--- src/rtl/secure_hdr_unwrap_pkg.sv ---
// Shared types for the header unwrap datapath: controller states and status codes.
package secure_hdr_pkg;

    typedef enum logic [2:0] {
        S_IDLE,
        S_KX,
        S_SC,
        S_VF,
        S_OUT
    } state_t;

    localparam logic [1:0] ST_OK      = 2'b00;
    localparam logic [1:0] ST_SIGFAIL = 2'b01;
    localparam logic [1:0] ST_TIMEOUT = 2'b10;

endpackage

--- src/rtl/hdr_timeout_ctr.sv ---
// Per-engine wait timer: cleared by the start pulse, flags when the wait budget is used up.
module hdr_timeout_ctr #(
    parameter int unsigned TO_CYC = 1024
) (
    input  logic clk,
    input  logic rst_n,
    input  logic load,
    input  logic run,
    output logic expired
);

    localparam int unsigned   CW   = (TO_CYC > 1) ? $clog2(TO_CYC) : 1;
    localparam logic [CW-1:0] LAST = CW'(TO_CYC - 1);

    logic [CW-1:0] cnt;

    // Counts wait cycles after the start cycle; saturates on the last allowed cycle.
    always_ff @(posedge clk or negedge rst_n) begin
        if (!rst_n) begin
            cnt <= '0;
        end else if (load || !run) begin
            cnt <= '0;
        end else if (cnt != LAST) begin
            cnt <= cnt + 1'b1;
        end
    end

    // The start cycle itself never expires; a done sampled on the expiry edge is handled first by the caller.
    assign expired = run && !load && (cnt == LAST);

endmodule

--- src/rtl/secure_hdr_unwrap.sv ---
// Header unwrap controller: sequences key-unwrap, stream decrypt and signature verify engines.
module secure_hdr_unwrap
    import secure_hdr_pkg::*;
#(
    parameter int unsigned HDR_W  = 128,
    parameter int unsigned CK_W   = 64,
    parameter int unsigned CK_LSB = 5,
    parameter int unsigned KEY_W  = 32,
    parameter int unsigned PW     = 32,
    parameter int unsigned NW     = 1,
    parameter int unsigned PL_LSB = 69,
    parameter int unsigned DK_W   = 7,
    parameter int unsigned SIG_W  = 7,
    parameter int unsigned TO_CYC = 1024
) (
    input  logic              clk,
    input  logic              rst_n,
    input  logic              hdr_valid,
    output logic              hdr_ready,
    input  logic [HDR_W-1:0]  hdr_data,
    input  logic [DK_W-1:0]   priv_key,
    output logic              kx_start,
    output logic [CK_W-1:0]   kx_c,
    output logic [DK_W-1:0]   kx_d,
    input  logic              kx_done,
    input  logic [KEY_W-1:0]  kx_key,
    output logic              sc_start,
    output logic [KEY_W-1:0]  sc_key,
    output logic [PW-1:0]     sc_din,
    input  logic              sc_done,
    input  logic [PW-1:0]     sc_dout,
    output logic              vf_start,
    output logic [SIG_W-1:0]  vf_r,
    output logic [SIG_W-1:0]  vf_s,
    output logic [KEY_W-1:0]  vf_key,
    input  logic              vf_done,
    input  logic              vf_ok,
    output logic              out_valid,
    input  logic              out_ready,
    output logic [NW*PW-1:0]  out_data,
    output logic [1:0]        out_status
);

    localparam int unsigned IW = (NW > 1) ? $clog2(NW) : 1;

    if (CK_LSB + CK_W > HDR_W) begin : g_bad_ck
        $error("wrapped-key field exceeds header width");
    end
    if (PL_LSB + NW * PW > HDR_W) begin : g_bad_pl
        $error("payload field exceeds header width");
    end
    if (2 * SIG_W > PW) begin : g_bad_sig
        $error("signature fields exceed payload word width");
    end

    state_t            state;
    logic [HDR_W-1:0]  hdr_q;
    logic [DK_W-1:0]   dk_q;
    logic [KEY_W-1:0]  skey;
    logic [IW-1:0]     idx;
    logic              expired;
    logic              run;
    logic              unused_hdr;

    assign run = (state == S_KX) || (state == S_SC) || (state == S_VF);

    hdr_timeout_ctr #(
        .TO_CYC (TO_CYC)
    ) u_to (
        .clk     (clk),
        .rst_n   (rst_n),
        .load    (kx_start | sc_start | vf_start),
        .run     (run),
        .expired (expired)
    );

    assign kx_c       = hdr_q[CK_LSB +: CK_W];
    assign kx_d       = dk_q;
    assign sc_key     = skey;
    assign sc_din     = hdr_q[PL_LSB + int'(idx) * PW +: PW];
    assign vf_r       = out_data[SIG_W-1:0];
    assign vf_s       = out_data[2*SIG_W-1:SIG_W];
    assign vf_key     = skey;
    assign unused_hdr = ^hdr_q;

    // Controller: start pulses are registered one-cycle pulses; a done coinciding with its own start is ignored.
    always_ff @(posedge clk or negedge rst_n) begin
        if (!rst_n) begin
            state      <= S_IDLE;
            hdr_ready  <= 1'b0;
            hdr_q      <= '0;
            dk_q       <= '0;
            skey       <= '0;
            idx        <= '0;
            kx_start   <= 1'b0;
            sc_start   <= 1'b0;
            vf_start   <= 1'b0;
            out_valid  <= 1'b0;
            out_data   <= '0;
            out_status <= ST_OK;
        end else begin
            kx_start <= 1'b0;
            sc_start <= 1'b0;
            vf_start <= 1'b0;
            case (state)
                S_IDLE: begin
                    hdr_ready <= 1'b1;
                    if (hdr_valid && hdr_ready) begin
                        hdr_q     <= hdr_data;
                        dk_q      <= priv_key;
                        hdr_ready <= 1'b0;
                        kx_start  <= 1'b1;
                        state     <= S_KX;
                    end
                end
                S_KX: begin
                    if (kx_done && !kx_start) begin
                        skey     <= kx_key;
                        idx      <= '0;
                        sc_start <= 1'b1;
                        state    <= S_SC;
                    end else if (expired) begin
                        out_status <= ST_TIMEOUT;
                        out_data   <= '0;
                        out_valid  <= 1'b1;
                        state      <= S_OUT;
                    end
                end
                S_SC: begin
                    if (sc_done && !sc_start) begin
                        out_data[int'(idx) * PW +: PW] <= sc_dout;
                        if (idx == IW'(NW - 1)) begin
                            vf_start <= 1'b1;
                            state    <= S_VF;
                        end else begin
                            idx      <= idx + 1'b1;
                            sc_start <= 1'b1;
                        end
                    end else if (expired) begin
                        out_status <= ST_TIMEOUT;
                        out_data   <= '0;
                        out_valid  <= 1'b1;
                        state      <= S_OUT;
                    end
                end
                S_VF: begin
                    if (vf_done && !vf_start) begin
                        out_status <= vf_ok ? ST_OK : ST_SIGFAIL;
                        out_valid  <= 1'b1;
                        state      <= S_OUT;
                    end else if (expired) begin
                        out_status <= ST_TIMEOUT;
                        out_data   <= '0;
                        out_valid  <= 1'b1;
                        state      <= S_OUT;
                    end
                end
                S_OUT: begin
                    if (out_ready) begin
                        out_valid  <= 1'b0;
                        out_data   <= '0;
                        out_status <= ST_OK;
                        hdr_q      <= '0;
                        dk_q       <= '0;
                        skey       <= '0;
                        idx        <= '0;
                        hdr_ready  <= 1'b1;
                        state      <= S_IDLE;
                    end
                end
                default: begin
                    state <= S_IDLE;
                end
            endcase
        end
    end

endmodule
--- config.mk ---
export PLATFORM = sky130hd
export DESIGN_NAME = secure_hdr_unwrap
export DESIGN_NICKNAME = d
export VERILOG_FILES = /design/src/rtl/secure_hdr_unwrap_pkg.sv /design/src/rtl/hdr_timeout_ctr.sv /design/src/rtl/secure_hdr_unwrap.sv
export SDC_FILE = /design/constraint.sdc
export NUM_CORES = 1
export LEC_CHECK = 0
export ABC_CLOCK_PERIOD_IN_PS = 2000
export CAP_MARGIN = 20
export CORE_AREA = 2 2 168 170
export DETAILED_ROUTE_END_ITERATION = 12
export DIE_AREA = 0 0 170 172
export GPL_ROUTABILITY_DRIVEN = 1
export HOLD_SLACK_MARGIN = 0.12
export PLACE_DENSITY = 0.73
export SYNTH_ARGS = -nofsm -noshare
export SYNTH_HDL_FRONTEND = slang
export SYNTH_HIERARCHICAL = 1
export SYNTH_SLANG_ARGS = --single-unit
--- constraint.sdc ---
create_clock -name clk -period 2 [get_ports clk]
set_input_delay 0.4 -clock clk [delete_from_list [all_inputs] [get_ports clk]]
set_output_delay 0.4 -clock clk [all_outputs]
set_load 0.02 [all_outputs]
; ---- Word-level counts from Yosys, hierarchy flattened
; Cells that the tools add are included.
[totals]
regBits = 220
latchBits = 0
mem_bits_rw = 0
romBits = 0
in_bits = 207
out_inout_bits = 220
mem_count = 0
[op_classes]
add_sub_neg = 4
n_mul = 0
n_div = 0
order_cmp = 0
n_eq_ne = 14
n_shift = 3
mux = 54
bitwise_logic = 2
n_reduce_logical = 27
[op_table]
columns = cell, n
row1 = two-way mux 128 bit, 2
row2 = case mux 128 bit (2 select lines), 1
row3 = two-way mux 32 bit, 6
row4 = case mux 32 bit (4 select lines), 1
row5 = indexed part select 128 x 9 -> 32 bit, 1
row6 = case mux 32 bit (2 select lines), 1
row7 = negation 6 -> 34 bit, 1
row8 = variable shift 32 x 34 -> 32 bit (first input constant), 1
row9 = indexed part select 32 x 34 -> 32 bit, 1
row10 = bitwise mux 32 bit, 1
row11 = two-way mux 3 bit, 7
row12 = two-way mux 10 bit, 2
row13 = two-way mux 1 bit, 19
row14 = case mux 3 bit (5 select lines), 1
row15 = two-way mux 7 bit, 2
row16 = case mux 7 bit (2 select lines), 1
row17 = AND reduction 4 bit, 3
row18 = adder 10 x 1 -> 10 bit (second input constant), 1
row19 = equality test 10 bit (second input constant), 1
row20 = two-way mux 2 bit, 5
row21 = != test 10 bit (second input constant), 1
row22 = != test 2 bit (second input constant), 5
row23 = AND reduction 3 bit, 3
row24 = adder 7 x 6 -> 8 bit (first input constant), 1
row25 = 19 further kinds, 36

; ---- Depth between registers and ports, before layout
[depth]
ltp_word = 8
ltp_mapped = 9
ltp_nobuf = 7

; ---- Cells and area by module
; The synthesis kept the hierarchy.
[modules_own_cells]
columns = mod, n_inst, cells_each, area_per_inst_um2, seq_area_each_um2
row1 = secure_hdr_unwrap, 1, 473, 6730.2, 4429.2
row2 = hdr_timeout_ctr, 1, 57, 553.0, 250.2

; ---- Least setup slack after synthesis
; No wires, ideal clock.
[synth_path]
path_kind = reg-to-reg
from = reg sc_start
to = reg out_data[0]
setup_ns = 0.121
t_arrival_ns = 1.913
t_required_ns = 1.879
setup_slack_ns = -0.034
stages_incl_launch_ff = 8
n_path_buf = 1
cell_sequence = dfrtp_1 -> or3_1 -> nand2b_1 -> nor2_1 -> nand2b_1 -> o221ai_2 -> buf_4 -> a22o_1
[synth_via]
elab_chain_len = 8
elab_cells_between_ends = 12
cone_classes = mux: 5 / bitwise: 2 / reduce/logical: 5
[synth_lines]
columns = item, line
row1 = from (decl), secure_hdr_unwrap.sv:27  ; output logic sc_start,
row2 = from (signal assigned), secure_hdr_unwrap.sv:96  ; sc_start <= 1'b0;
row3 = from (signal assigned), secure_hdr_unwrap.sv:103  ; sc_start <= 1'b0;
row4 = from (signal assigned), secure_hdr_unwrap.sv:120  ; sc_start <= 1'b1;
row5 = OR 1 bit * (2 in series), secure_hdr_unwrap.sv:72  ; .load (kx_start | sc_start | vf_start),
row6 = logical NOT 1 bit *, hdr_timeout_ctr.sv:29  ; assign expired = run && !load && (cnt == LAST);
row7 = logical AND 1 bit * (2 in series), hdr_timeout_ctr.sv:29
row8 = net expired, secure_hdr_unwrap.sv:61  ; logic expired;
row9 = two-way mux 32 bit *, n/a
row10 = "two-way mux 32 bit, on equally long branches", n/a
row11 = case mux 32 bit (4 select lines) *, secure_hdr_unwrap.sv:105  ; case (state)
row12 = "to (signal, indexed assignment)", secure_hdr_unwrap.sv:131  ; out_data[int'(idx) * PW +: PW] <= sc_dout;
row13 = to (decl), secure_hdr_unwrap.sv:40  ; output logic [NW*PW-1:0] out_data,
; The timed path passes the listed nets; every way through them passes the cells marked *. The select of a mux whose other input is x is not followed.
; A chain may end at the register's enable or synchronous reset.

; ---- Worst setup path in the final report
[layout_path]
from = reg sc_start
to = out sc_start
; No word-level cell between the ends.

==> summary.txt <==
Clock tree
  – CTS tree: built
  – Clock tree buffer depth: 2
  – Root buffer cell: clkbuf_16
  – TritonCTS buffer count: 17
  – H-tree Lvls: 4
  – Sink Count: 187
  – Clock latency at the later pin of the worst-skew pair: 440 ps
  – Clock transition at path regs: 70 ps

Worst setup path
  – Critical path capture point: sc_start
  – Crit-path max FO: 2
  – FF-to-FF setup slack: approximately 140 ps
  – R2r endpoint: out_data[13]$_DFFE_PN0P_
  – Crit path DAT: 1520 ps
  – Required @ worst endpoint: about 1600 ps
  – CP Capture Type: primary output
  – FF-to-FF Start: state[1]$_DFFE_PN0P_
  – Kind of critical path: flop to primary output
  – Register-to-Register Path Depth: 5
  – Worst setup path start: sc_start$_DFF_PN0_
  – Crit path launch type: flop

Logic synthesis
  – YS warnings: 6
  – Gate Count Post-Synth: 530
  – FF+latch count, synth: 187
  – Fraction of the yosys area taken by sequential cells: 64.3%
  – Ys async rst share: 100%
  – Syn_nets: 738
  – Post-synth EDFFs: 0
  – Top cells by count, synth: 187 x dfrtp_1, 168 x a22o_1, 53 x buf_4
  – Syn Area/Cell: 13.7 sq um
  – Top_reg_cell synth: dfrtp_1
  – Synthesized cell area: 0.00728 sq mm
  – Post-synth top area share: 64.3%
  – Synth area leader: dfrtp_1
  – Most frequent cell after synthesis: dfrtp_1
  – Number of distinct library cells after synthesis: 48
  – Area contributors post-synth: dfrtp_1 64%, a22o_1 20%, buf_4 5.5%

Timing
  – Least-Margin Pin Slew: 485 ps
  – Tcrit/Tclk final: 95.8%
  – Final Skew: 19.3 ps
  – Endpoints failing hold: 0
  – Fmax: 522 MHz
  – Min Clock Period, post-route: 1920 ps
  – Final setup fails: 0
  – Rel. slew slack: 67.7%
  – Setup TNS: 0 ps
  – Final Max Tran Viols: 0

Global routing
  – Vias in the first global route: between 5,000 and 6,000
  – Antenna violations before repair: 0
  – Global-route wire length before repair: between 30 and 40 mm
  – Largest net degree at the start of global routing: 57
  – GRT overflow: 0
  – Global-route usage over all layers: 14.8%

Run
  – Max-capacitance violation count: 0

Layout
  – Antenna cells: 0
  – Multi-input logic area: 0.00212 sq mm
  – Design Area, Final: 0.0123 sq mm
  – Post-Layout Cell Count: 1,253
  – Filler instances: 2,515
  – Area grow syn2layout: 68.4%
  – Register area: 0.00468 sq mm
  – Layout cells sized above 1: 9.37%
  – Final net count: 1,102

Power and ir drop
  – Pwr/cell area: 1730 mW/mm^2
  – Lkg Pwr: 5.39 nW
  – Maximum vdd drop: roughly 0.82 mV

Drt
  – Total Wirelength: 22.7 mm
  – Final ANT Viol Nets: 0
  – DR DRC count: 0
  – Vias per cell: 4.73
  – Initial DRC count: 192
  – Wirelength per Cell: 18.1 um
  – TritonRoute pass-1 iters: 4
  – Vias: 5,925

Placed design
  – Placed cell areas: approximately 0.012 sq mm
  – GPL Wtd Cong: 0.786
  – PortBufs: 394
  – Number of instances in the placed design: 1,219
  – Dpl hpwl: about 16 mm

Die
  – Rows: 61
  – Total die area: a little under 0.03 sq mm
  – Die height: 172 um
  – Core Region: about 0.027 sq mm
  – Number of I/O pins: 427
  – Die width: 170 um
  – Starting Density: 26.5%

Worst hold path
  – Worst hold path class: flop to flop
  – Hold Path Stages: 1

Status
  – Status: completed
==> worst max-delay path, cell delays in order (launching register included) <==
cell,delay (ps)
dfrtp_1,350
buf_4,130
clkdlybuf4s50_1,620
==> worst min path at each step <==
| stage | start | end |
|---|---|---|
| CTS | rst_n | out_data[3]$_DFFE_PN0P_ |
| global placement | rst_n | out_data[3]$_DFFE_PN0P_ |
| floorplan | rst_n | hdr_q[100]$_DFFE_PN0P_ |
| finish | hdr_q[18]$_DFFE_PN0P_ | hdr_q[18]$_DFFE_PN0P_ |
| detailed placement | rst_n | out_data[3]$_DFFE_PN0P_ |
| global route | hdr_q[70]$_DFFE_PN0P_ | hdr_q[70]$_DFFE_PN0P_ |
==> where the power goes <==
part | total, mW | internal, mW | leakage, nW | switching (mW)
clock | 3.62 | 1.93 | 0.307 | 1.69
sequential | 6.68 | 5.48 | 2.34 | 1.20
combinational | 10.9 | 5.66 | 2.75 | 5.23
==> state kept, by name, indices dropped and copies added (netlist names) <==
name	cells
kx_start	1
kx_d	7
hdr_ready	1
out_status	2
u_to/cnt	10
out_valid	1
state	3
hdr_q	96
out_data	32
vf_start	1
sc_start	1
sc_key	32
==> cell families after synthesis <==
family                   synth area share (%)
adder cells (fa/ha/maj)                 0.172
multiplexers                            0.137
buffers and inverters                    7.59
AND/OR/NAND/NOR                          4.79
AO/OA/AOI/OAI                            23.1
flip-flops                               64.3
==> cell usage in the layout (no fill, tap or decap), types with 2 or more instances in the layout <==
| master | synthesis | routed |
|---|---|---|
| buf_12 | 0 | 12 |
| dfrtp_1 | 187 | 187 |
| nand2b_4 | 0 | 2 |
| clkdlybuf4s50_1 | 0 | 393 |
| inv_1 | 2 | 2 |
| bufinv_16 | 0 | 2 |
| nor2b_1 | 2 | 2 |
| nor2_1 | 5 | 4 |
| buf_4 | 53 | 22 |
| a31oi_1 | 3 | 3 |
| a211oi_1 | 3 | 3 |
| nor2_2 | 2 | 3 |
| clkinv_8 | 0 | 4 |
| inv_8 | 0 | 3 |
| a22o_1 | 168 | 168 |
| o31a_1 | 2 | 2 |
| inv_6 | 0 | 4 |
| nand2_1 | 12 | 11 |
| o21ai_0 | 4 | 4 |
| nand3_1 | 7 | 6 |
| a21oi_1 | 5 | 5 |
| clkbuf_16 | 0 | 18 |
| a41oi_1 | 2 | 2 |
| nand3b_1 | 2 | 2 |
| nor4_4 | 0 | 2 |
| nor4_1 | 2 | 2 |
| nor3_1 | 6 | 6 |
| nor4b_1 | 3 | 2 |
| a311oi_1 | 2 | 2 |
==> final cells by class <==
cell class | instances | area share (%)
multi-input cells | 255 | 17.3
flip-flops and latches | 187 | 38.2
clock inverters | 14 | 1.65
inverters | 3 | 0.0918
clock buffers | 18 | 3.50
repair buffers | 430 | 35.8
well taps | 346 | 3.53
==> timing repair <==
item / 4_1_cts / 5_1_grt
gates resized for setup: 0 / 6
endpoints found under the hold margin: 46 / 0
hold buffers: 1 / 0
setup endpoints to repair: 0 / 6
buffers inserted: 0 / 0
==> per-layer routing <==
| metal | part of all wire [%] | GRT usage [%] | vias up | wire, um |
|---|---|---|---|---|
| li1 | - | - | 2698 | - |
| met1 | 42 | 18.5 | 2961 | 9480 |
| met2 | 50 | 25.2 | 251 | 11300 |
| met3 | 7.2 | 4.33 | 15 | 1630 |
| met4 | 1.2 | 3.94 | 0 | 275 |
| met5 | 0 | 0 | - | 0 |
==> through the flow <==
| step | hold slack (ps) | setup slack (ps) | utilization, % | power (mW) |
|---|---|---|---|---|
| after floorplan | 104 | 2.47 | - | 12.3 |
| after global placement | 397 | 0.480 | 42.1 | 17.5 |
| after detailed placement | 398 | -31.8 | 42.1 | 17.6 |
| after CTS | 506 | 75.2 | 44.4 | 21.4 |
| after global routing | 520 | -13.0 | 44.6 | 22.3 |
| final | 501 | 84.6 | 44.6 | 21.2 |
Power figures use the tool's default switching activity.
